<file path="config.mk">
export PLATFORM = sky130hd
export DESIGN_NAME = td4_run_ctrl
export DESIGN_NICKNAME = d
export VERILOG_FILES = /design/src/rtl/td4_ctrl_pkg.sv /design/src/rtl/td4_btn_debounce.sv /design/src/rtl/td4_run_ctrl.sv
export SDC_FILE = /design/constraint.sdc
export NUM_CORES = 1
export LEC_CHECK = 0
export CAP_MARGIN = 20
export CORE_MARGIN = 10
export CORE_UTILIZATION = 55
export CTS_BUF_LIST = sky130_fd_sc_hd__clkbuf_8
export DETAILED_ROUTE_END_ITERATION = 16
export HOLD_SLACK_MARGIN = 0.15
export PLACE_DENSITY = 0.8
export SYNTH_ARGS = -nofsm -noshare
export SYNTH_HDL_FRONTEND = slang
export SYNTH_SLANG_ARGS = --single-unit
</file>
<file path="constraint.sdc">
create_clock -name CLOCK -period 3.2 [get_ports CLOCK]
set_input_delay 0.64 -clock CLOCK [delete_from_list [all_inputs] [get_ports CLOCK]]
set_output_delay 0.64 -clock CLOCK [all_outputs]
set_load 0.02 [all_outputs]
</file>
<file path="src/rtl/td4_ctrl_pkg.sv">
// Shared mode encodings and default widths for the TD4 run/step controller.
package td4_ctrl_pkg;

    typedef enum logic [1:0] {
        MODE_HALT = 2'd0,
        MODE_RUN  = 2'd1,
        MODE_STEP = 2'd2,
        MODE_BRK  = 2'd3
    } mode_e;

    localparam int TD4_DIV_W = 24;
    localparam int TD4_PC_W  = 8;
    localparam int TD4_CNT_W = 16;

endpackage

</file>
<file path="src/rtl/td4_btn_debounce.sv">
// Raw button -> 2-flop synchronizer -> debounce counter -> one-cycle press pulse.
module td4_btn_debounce #(
    parameter int DBNC_CYCLES = 50000
) (
    input  logic clk_i,
    input  logic rst_i,
    input  logic btn_i,
    output logic press_o
);

    localparam int            CW       = (DBNC_CYCLES > 1) ? $clog2(DBNC_CYCLES) : 1;
    localparam logic [CW-1:0] CNT_LAST = CW'(DBNC_CYCLES - 1);

    logic          sync1_q;
    logic          sync2_q;
    logic [CW-1:0] cnt_q;
    logic [CW-1:0] cnt_d;
    logic          level_q;
    logic          level_d;
    logic          level_dly_q;
    logic          press_q;

    // Level rises on the DBNC_CYCLES-th consecutive high sample, drops on any low one.
    always_comb begin
        cnt_d   = cnt_q;
        level_d = level_q;
        if (!sync2_q) begin
            cnt_d   = '0;
            level_d = 1'b0;
        end else if (!level_q) begin
            if (cnt_q == CNT_LAST) begin
                level_d = 1'b1;
            end else begin
                cnt_d = cnt_q + 1'b1;
            end
        end
    end

    always_ff @(posedge clk_i) begin
        if (rst_i) begin
            sync1_q     <= 1'b0;
            sync2_q     <= 1'b0;
            cnt_q       <= '0;
            level_q     <= 1'b0;
            level_dly_q <= 1'b0;
            press_q     <= 1'b0;
        end else begin
            sync1_q     <= btn_i;
            sync2_q     <= sync1_q;
            cnt_q       <= cnt_d;
            level_q     <= level_d;
            level_dly_q <= level_q;
            press_q     <= level_q & ~level_dly_q;
        end
    end

    assign press_o = press_q;

endmodule

</file>
<file path="src/rtl/td4_run_ctrl.sv">
// Run/step controller producing the TD4 core clock-enable strobe.
// Define TD4_RUN_AUTOSTART_EN to come out of reset free-running (mode RUN).
module td4_run_ctrl
    import td4_ctrl_pkg::*;
#(
    parameter int DIV_W       = TD4_DIV_W,
    parameter int DBNC_CYCLES = 50000,
    parameter int PC_W        = TD4_PC_W,
    parameter int CNT_W       = TD4_CNT_W
) (
    input  logic             CLOCK,
    input  logic             RESET,
    input  logic             run_btn,
    input  logic             step_btn,
    input  logic [DIV_W-1:0] div_limit,
    input  logic             bp_en,
    input  logic [PC_W-1:0]  bp_addr,
    input  logic [PC_W-1:0]  cpu_pc,
    output logic             cpu_step,
    output logic [1:0]       mode,
    output logic [CNT_W-1:0] step_cnt
);

`ifdef TD4_RUN_AUTOSTART_EN
    localparam mode_e RESET_MODE = MODE_RUN;
`else
    localparam mode_e RESET_MODE = MODE_HALT;
`endif

    mode_e            mode_q;
    logic [DIV_W-1:0] div_cnt_q;
    logic             bp_skip_q;
    logic [CNT_W-1:0] step_cnt_q;
    logic             run_press;
    logic             step_press;
    logic             bp_hit;
    logic             div_term;

    td4_btn_debounce #(.DBNC_CYCLES(DBNC_CYCLES)) u_run_dbnc (
        .clk_i   (CLOCK),
        .rst_i   (RESET),
        .btn_i   (run_btn),
        .press_o (run_press)
    );

    td4_btn_debounce #(.DBNC_CYCLES(DBNC_CYCLES)) u_step_dbnc (
        .clk_i   (CLOCK),
        .rst_i   (RESET),
        .btn_i   (step_btn),
        .press_o (step_press)
    );

    // bp_skip masks the breakpoint so a resume can execute the instruction at bp_addr.
    assign bp_hit   = bp_en & (cpu_pc == bp_addr) & ~bp_skip_q;
    assign div_term = (div_cnt_q >= div_limit);

    always_comb begin
        cpu_step = 1'b0;
        if (!RESET) begin
            case (mode_q)
                MODE_STEP: cpu_step = 1'b1;
                MODE_RUN:  cpu_step = ~run_press & div_term & ~bp_hit;
                default:   cpu_step = 1'b0;
            endcase
        end
    end

    always_ff @(posedge CLOCK) begin
        if (RESET) begin
            mode_q     <= RESET_MODE;
            div_cnt_q  <= '0;
            bp_skip_q  <= 1'b0;
            step_cnt_q <= '0;
        end else begin
            if (cpu_step) begin
                step_cnt_q <= step_cnt_q + 1'b1;
                bp_skip_q  <= 1'b0;
            end
            case (mode_q)
                MODE_HALT: begin
                    if (run_press) begin
                        mode_q    <= MODE_RUN;
                        div_cnt_q <= '0;
                    end else if (step_press) begin
                        mode_q <= MODE_STEP;
                    end
                end
                MODE_RUN: begin
                    if (run_press) begin
                        mode_q <= MODE_HALT;
                    end else if (div_term) begin
                        div_cnt_q <= '0;
                        if (bp_hit) begin
                            mode_q <= MODE_BRK;
                        end
                    end else begin
                        div_cnt_q <= div_cnt_q + 1'b1;
                    end
                end
                MODE_STEP: begin
                    mode_q <= MODE_HALT;
                end
                MODE_BRK: begin
                    if (run_press) begin
                        mode_q    <= MODE_RUN;
                        div_cnt_q <= '0;
                        bp_skip_q <= 1'b1;
                    end else if (step_press) begin
                        mode_q    <= MODE_STEP;
                        bp_skip_q <= 1'b1;
                    end
                end
                default: begin
                    mode_q <= RESET_MODE;
                end
            endcase
        end
    end

    assign mode     = mode_q;
    assign step_cnt = step_cnt_q;

endmodule
</file>
== Word level (Yosys, flattened, before mapping) ==
Index checks and enable logic that the tools add are counted.

* Register bits: 85
* Word-level logic and storage cells: 78
* Output and inout bits: 19
* Bits of input ports: 45

* Equality and inequality tests: 11
* Bitwise logic cells: 17
* $lt $le $gt $ge: 1
* Add/sub/neg operators: 4
* Reduce and logical (&&, ||, !) cells: 9
* Multiplexer cells: 20

{| class="wikitable"
|+ Operators by type and width
! cell !! number
|-
| $mux W24 || 3
|-
| $add A16 B1 Y16 const B || 3
|-
| $pmux W24 S2 || 1
|-
| $eq A16 B16 Y1 const B || 2
|-
| $add A24 B1 Y24 const B || 1
|-
| $ge A24 B24 Y1 || 1
|-
| $not A1 Y1 || 11
|-
| $mux W2 || 5
|-
| $mux W1 || 9
|-
| $eq A8 B8 Y1 || 1
|-
| $and A1 B1 Y1 || 6
|-
| $ne A3 B2 Y1 const B || 2
|-
| $pmux W2 S3 || 1
|-
| $reduce_and A3 Y1 || 2
|-
| $reduce_or A2 Y1 || 3
|-
| $eq A2 B2 Y1 const B || 2
|-
| $reduce_and A2 Y1 || 2
|-
| $ne A3 B1 Y1 const B || 1
|-
| $eq A2 B1 Y1 const B || 1
|-
| $logic_not A2 Y1 || 1
|-
| $ne A2 B1 Y1 const B || 1
|-
| $ne A2 B2 Y1 const B || 1
|-
| $pmux W1 S2 || 1
|-
| $reduce_bool A2 Y1 || 1
|}

== Logic depth before layout (Yosys ltp) ==
* Word-level depth: 11
* Gate-level depth with buffers: 10
* Mapped depth without buffers: 9

== Cells and area by module ==
From an unflattened synthesis, not the netlist that was laid out.

* Cells, all modules: 560
* Area, all modules: 4,743.3 sq um

{| class="wikitable"
|+ By module, submodules not included
! module !! times used !! cells an instance !! area each (sq um)
|-
| td4_run_ctrl || 1 || 362 || 2,904.0
|-
| td4_btn_debounce || 2 || 99 || 919.6
|}

== Worst setup path before layout ==
OpenSTA, ideal clock, no wires.

* Path type: in2out
* Start: input port div_limit[21]
* End: output port cpu_step
* Buffers on the path: 1
* Data arrival time: 2.440 ns
* Setup slack: 0.120 ns
* Cell stages on the path: 8
* Path through: inv_1 ha_1 nand4_2 or4_4 a31oi_4 o21ai_2 buf_2 a21oi_1

* Word-level cells in the longest chain between the ends: 5

{| class="wikitable"
|+ Ends and longest elaborated chain
! element !! line !! RTL
|-
| start: declaration || td4_run_ctrl.sv:15 || <nowiki>input logic [DIV_W-1:0] div_limit,</nowiki>
|-
| $ge A24 B24 Y1 || td4_run_ctrl.sv:55 || <nowiki>assign div_term = (div_cnt_q >= div_limit);</nowiki>
|-
| $and A1 B1 Y1 (2 in series) || td4_run_ctrl.sv:62 || <nowiki>MODE_RUN: cpu_step = ~run_press & div_term & ~bp_hit;</nowiki>
|-
| $pmux W1 S2 || td4_run_ctrl.sv:60 || <nowiki>case (mode_q)</nowiki>
|-
| $mux W1 || td4_run_ctrl.sv:59 || <nowiki>if (!RESET) begin</nowiki>
|-
| end: declaration || td4_run_ctrl.sv:19 || <nowiki>output logic cpu_step,</nowiki>
|}

Every way passes these cells.

== Worst setup path in the final report ==
* Start: input port div_limit[6]
* End: output port cpu_step

Same word-level chain as after synthesis.

==> results by stage <==
Timing:
- The remaining max-slew budget at the tightest pin is 0.609.
- The number of hold violations in the final report came to 0.
- The final clock period utilization by the worst path is 0.959.
- The post-route minimum period is 3.07 ns.
- Derived from the worst setup path, the maximum achievable clock frequency is 326 MHz.
- Setup repair after global routing left no endpoint under its margin.
- The final-report max-slew violation count is 0.
- The actual transition at the worst max-transition pin is 0.584 ns.
- The final-report setup violation count is 0.
- The clock skew is 0.0129 ns.

Clock tree:
- The clock tree root driver cell is sky130_fd_sc_hd__clkbuf_8.
- The H-tree depth is 3.
- The post-CTS clock slew at the launch and capture registers of the worst setup and hold paths is 0.09 ns.
- The number of clock buffers inserted by TritonCTS is 9.
- The clock net sink count is 85.
- The TritonCTS clock tree is yes.
- In this run, post-CTS hold repair placed 0 buffers.
- The clock network latency to the later pin of the worst-skew pair is 0.36 ns.
- The maximum clock insertion buffer count is 2.

Setup path:
- The data required time at the worst endpoint is 2.56 ns.
- The number of cells on the worst reg-to-reg path is 11.
- By startpoint and endpoint, the worst setup path is classified as input port to output port.
- The startpoint identified for the worst register-to-register timing path is div_cnt_q[0].
- The sort of element at the end of the critical path is an output port.
- Across all register-to-register paths, the minimum setup slack is 0.44 ns.
- In this run the worst path has a maximum fanout of 2.
- The worst setup path is launched from an input port.
- The terminus of the critical flop-to-flop path is step_cnt[10].
- The worst path arrival time is 2.43 ns.

Global route:
- The met3 capacity usage during global routing is 0.0403.
- The met1 track demand over resource is 0.200.
- The wire length of the first global-routing pass is 18.5 mm.
- The largest net degree at the start of global routing is 46.
- Summed over all layers, the global routing overflow is 0.
- For this run, global-route usage on met2 was measured as 0.294.
- The via count of the first global-routing pass is 4054.
- Across every metal layer, demand over resource in global routing totals 0.170.
- The most heavily used metal layer in global routing is met2.
- The initial antenna violation count came to 0.

Place:
- At the end of routability-driven placement, the weighted congestion stood at 0.903.
- Summed over all nets, the half-perimeter wirelength after detailed placement is 7.64 mm.
- The count of buffers added on input and output ports is 63.

Final layout:
- Compared with the post-synthesis result, the final layout area differs by 27.4%.
- The post-layout utilization of the core is 0.717.
- The count of filler cells inserted in the layout is 619.
- The fraction of final layout cells sized beyond drive strength 1 is 0.145.
- The number of antenna diodes in the final layout is 0.
- The number of nets in the final layout is 709.

Floorplan:
- The number of core rows is 33.
- In this run the horizontal extent of the chip is 112 um.
- The boundary pin count is 64.
- The die height is 112 um.
- The area inside the core boundary is 8220 sq um.
- The initial utilization of the core area, before any placement, comes to 0.563.
- The die outline area is 12500 sq um.

Pwr:
- The reported leakage power is 2.26 nW.
- The switching power as a share of total power is 0.248.
- The total power is 0.00208 W.
- The share of total power dissipated in the clock network is 0.384.
- The cell area power density is 353 nW/um^2.
- The analysis attributes to net switching a power of 0.000516 W.
- The sequential fraction of design power is 0.514.
- Cell internal power was estimated by the tool at 0.00157 W.
- The share of total power dissipated in combinational logic is 0.101.
- The peak supply drop is 332 uV.

Min path:
- Along the worst hold path, the cell count comes to 1.
- The min-delay analysis places its worst path in the category flop to flop.
- The capture endpoint of the worst hold path is u_step_dbnc.press_o.
- The beginning of the worst hold path is u_step_dbnc.level_dly_q.

Synth:
- The number of nets in the synthesized netlist is 629.
- After synthesis, the cell types taking the most area are sky130_fd_sc_hd__dfxtp_1, sky130_fd_sc_hd__ha_1, sky130_fd_sc_hd__nor2_1.
- The post-synthesis cell type with the largest combined area is sky130_fd_sc_hd__dfxtp_1.
- Of the total synthesized cell area, the portion taken by AND, OR, NAND and NOR gates is 0.268.
- The synthesis-stage register bit count is 85.
- In the post-synthesis netlist, the cell with the most instances is sky130_fd_sc_hd__nor2_1.
- After synthesis, the mean cell area works out to 8.39 sq um.
- The area fraction in compound gates after synthesis is 0.0909.
- The predominant post-synthesis flop cell is sky130_fd_sc_hd__dfxtp_1.
- The sequential fraction of the synthesis area is 0.368.
- The xor/xnor cell area share of the yosys netlist is 0.104.
- The warning count from the yosys run is 0.
- The synthesized instance count is 551.
- Counting flops with an async set or reset pin after synthesis yields a share of 0.
- The number of flops mapped to enable cells by yosys is 0.
- The number of different library cells used by synthesis comes to 49.
- The portion of synthesized area spent on multiplexers is 0.0384.
- Counting instances in the post-synthesis netlist gives the leading cell types as sky130_fd_sc_hd__nor2_1, sky130_fd_sc_hd__dfxtp_1, sky130_fd_sc_hd__nand2_1.
- Of the total synthesized cell area, the portion taken by full adders, half adders and majority gates is 0.0893.
- The synthesized netlist occupies a cell area of 4620 sq um.
- After synthesis, the largest family of logic cells by area is simple AND/OR/NAND/NOR gates.
- Of the post-synthesis cell area, the dominant cell type holds 0.368.

Routing:
- For this block, the via count after detailed routing is 4023.
- For this run, the detailed router's first-pass iteration total came to 4.
- The count of nets left with antenna violations after detail routing is 0.
- In the final routed layout, each cell accounts on average for 14.1 um.
- The final wirelength is 10.5 mm.
- The first routing iteration left 175 violations.
- After detailed routing, the number of vias per cell comes to 5.43.
- The post-route DRC violation count is 0.

Job:
- Max-cap violations in this run came to 0.

Run status:
- The flow ran to the end, and the final reports show no timing, DRC or antenna violations.
[worst max path at each step]
stage / start / to / slack [ns] / cells past startpoint
2_1_floorplan: div_limit[21] / cpu_step / 0.12 / 8
3_3_place_gp: div_limit[21] / cpu_step / -0.59 / 9
3_5_place_dp: div_limit[10] / cpu_step / -0.64 / 9
4_1_cts: div_limit[20] / cpu_step / 0.00007 / 9
5_1_grt: div_limit[6] / cpu_step / 0.05 / 9
6_report: div_limit[6] / cpu_step / 0.13 / 9
[worst max-delay path, cell delays in order]
cell and delay (ns):
sky130_fd_sc_hd__dlygate4sd2_1 0.25, sky130_fd_sc_hd__inv_2 0.06, sky130_fd_sc_hd__ha_4 0.26, sky130_fd_sc_hd__nand4_1 0.09, sky130_fd_sc_hd__or4_4 0.57, sky130_fd_sc_hd__a31oi_4 0.18
sky130_fd_sc_hd__o21ai_2 0.08, sky130_fd_sc_hd__a21oi_2 0.16, sky130_fd_sc_hd__buf_6 0.14
[power groups by stage]
stage / Clock [W] / Sequential [W] / Combinational (W)
final: 0.000800 / 0.00107 / 0.000210
after global routing: 0.000865 / 0.00107 / 0.000234
after CTS: 0.000821 / 0.00107 / 0.000209
after detailed placement: 0 / 0.00109 / 0.000196
after global placement: 0 / 0.00109 / 0.000188
after floorplan: 0 / 0.00110 / 0.0000917
[repair_timing]
| action | 4_1_cts | 5_1_grt |
|---|---|---|
| resized for setup | 60 | 6 |
| setup endpoints to repair | 1 | 1 |
| pin swaps | 31 | 6 |
| setup buffers | 2 | 0 |
[layout by cell type, fill, tap and decap left out, types with 13 or more instances in the layout]
| cell | instances |
|---|---|
| sky130_fd_sc_hd__nor2_1 | 90 |
| sky130_fd_sc_hd__dfxtp_1 | 85 |
| sky130_fd_sc_hd__nand2_1 | 41 |
| sky130_fd_sc_hd__clkdlybuf4s50_1 | 38 |
| sky130_fd_sc_hd__xor2_1 | 35 |
| sky130_fd_sc_hd__nand3_1 | 32 |
| sky130_fd_sc_hd__nor2b_1 | 23 |
| sky130_fd_sc_hd__xnor2_1 | 20 |
| sky130_fd_sc_hd__a21oi_1 | 20 |
| sky130_fd_sc_hd__dlygate4sd2_1 | 20 |
| sky130_fd_sc_hd__buf_4 | 20 |
| sky130_fd_sc_hd__inv_1 | 18 |
| sky130_fd_sc_hd__ha_1 | 18 |
| sky130_fd_sc_hd__nand4_1 | 16 |
| sky130_fd_sc_hd__inv_2 | 15 |
| sky130_fd_sc_hd__ha_4 | 15 |
| sky130_fd_sc_hd__mux2_2 | 13 |
[metrics by stage]
stage / std cells / hold WS, ns / instance area, sq um / setup TNS, ns / worst slack (ns)
CTS: 741 / 0.399 / 5880 / 0 / 0.0000706
floorplan: 551 / 0.367 / 4620 / 0 / 0.120
finish: 741 / 0.395 / 5890 / 0 / 0.132
global placement: 723 / 0.371 / 5460 / -1.74 / -0.585
global route: 741 / 0.424 / 5890 / 0 / 0.0499
detailed placement: 723 / 0.375 / 5460 / -2.32 / -0.644
[metal layers]
metal  share of wire  routed length (um)
met3           0.047                 494
met1            0.44                4560
met4           0.017                 182
met5               0                   0
met2            0.50                5220
[cell type report]
type                    instances  area, sq um  share of cell area
multi-input cells             418         2950               0.501
flip-flops and latches         85         1700               0.289
repair buffers                 83          767               0.130
clock buffers                  10          138              0.0234
well taps                     105          131              0.0223
inverters                      34          128              0.0217
clock inverters                 6         75.1              0.0127
[state kept, by name, summed over array words and instances, names as in the netlist, 2 cells and up]
register           cells
u_run_dbnc.cnt_q      16
div_cnt_q             24
mode                   2
u_step_dbnc.cnt_q     16
step_cnt              16
[logic make-up (layout without fill, tap and decap cells)]
group / Yosys count / count (layout)
compound gates: 61 / 61
xor+xnor: 55 / 55
buf+inv: 48 / 133
simple gates: 253 / 253
fa+ha+maj: 33 / 33
mux: 16 / 16
flops: 85 / 85
(Power assumes the default switching activity.)
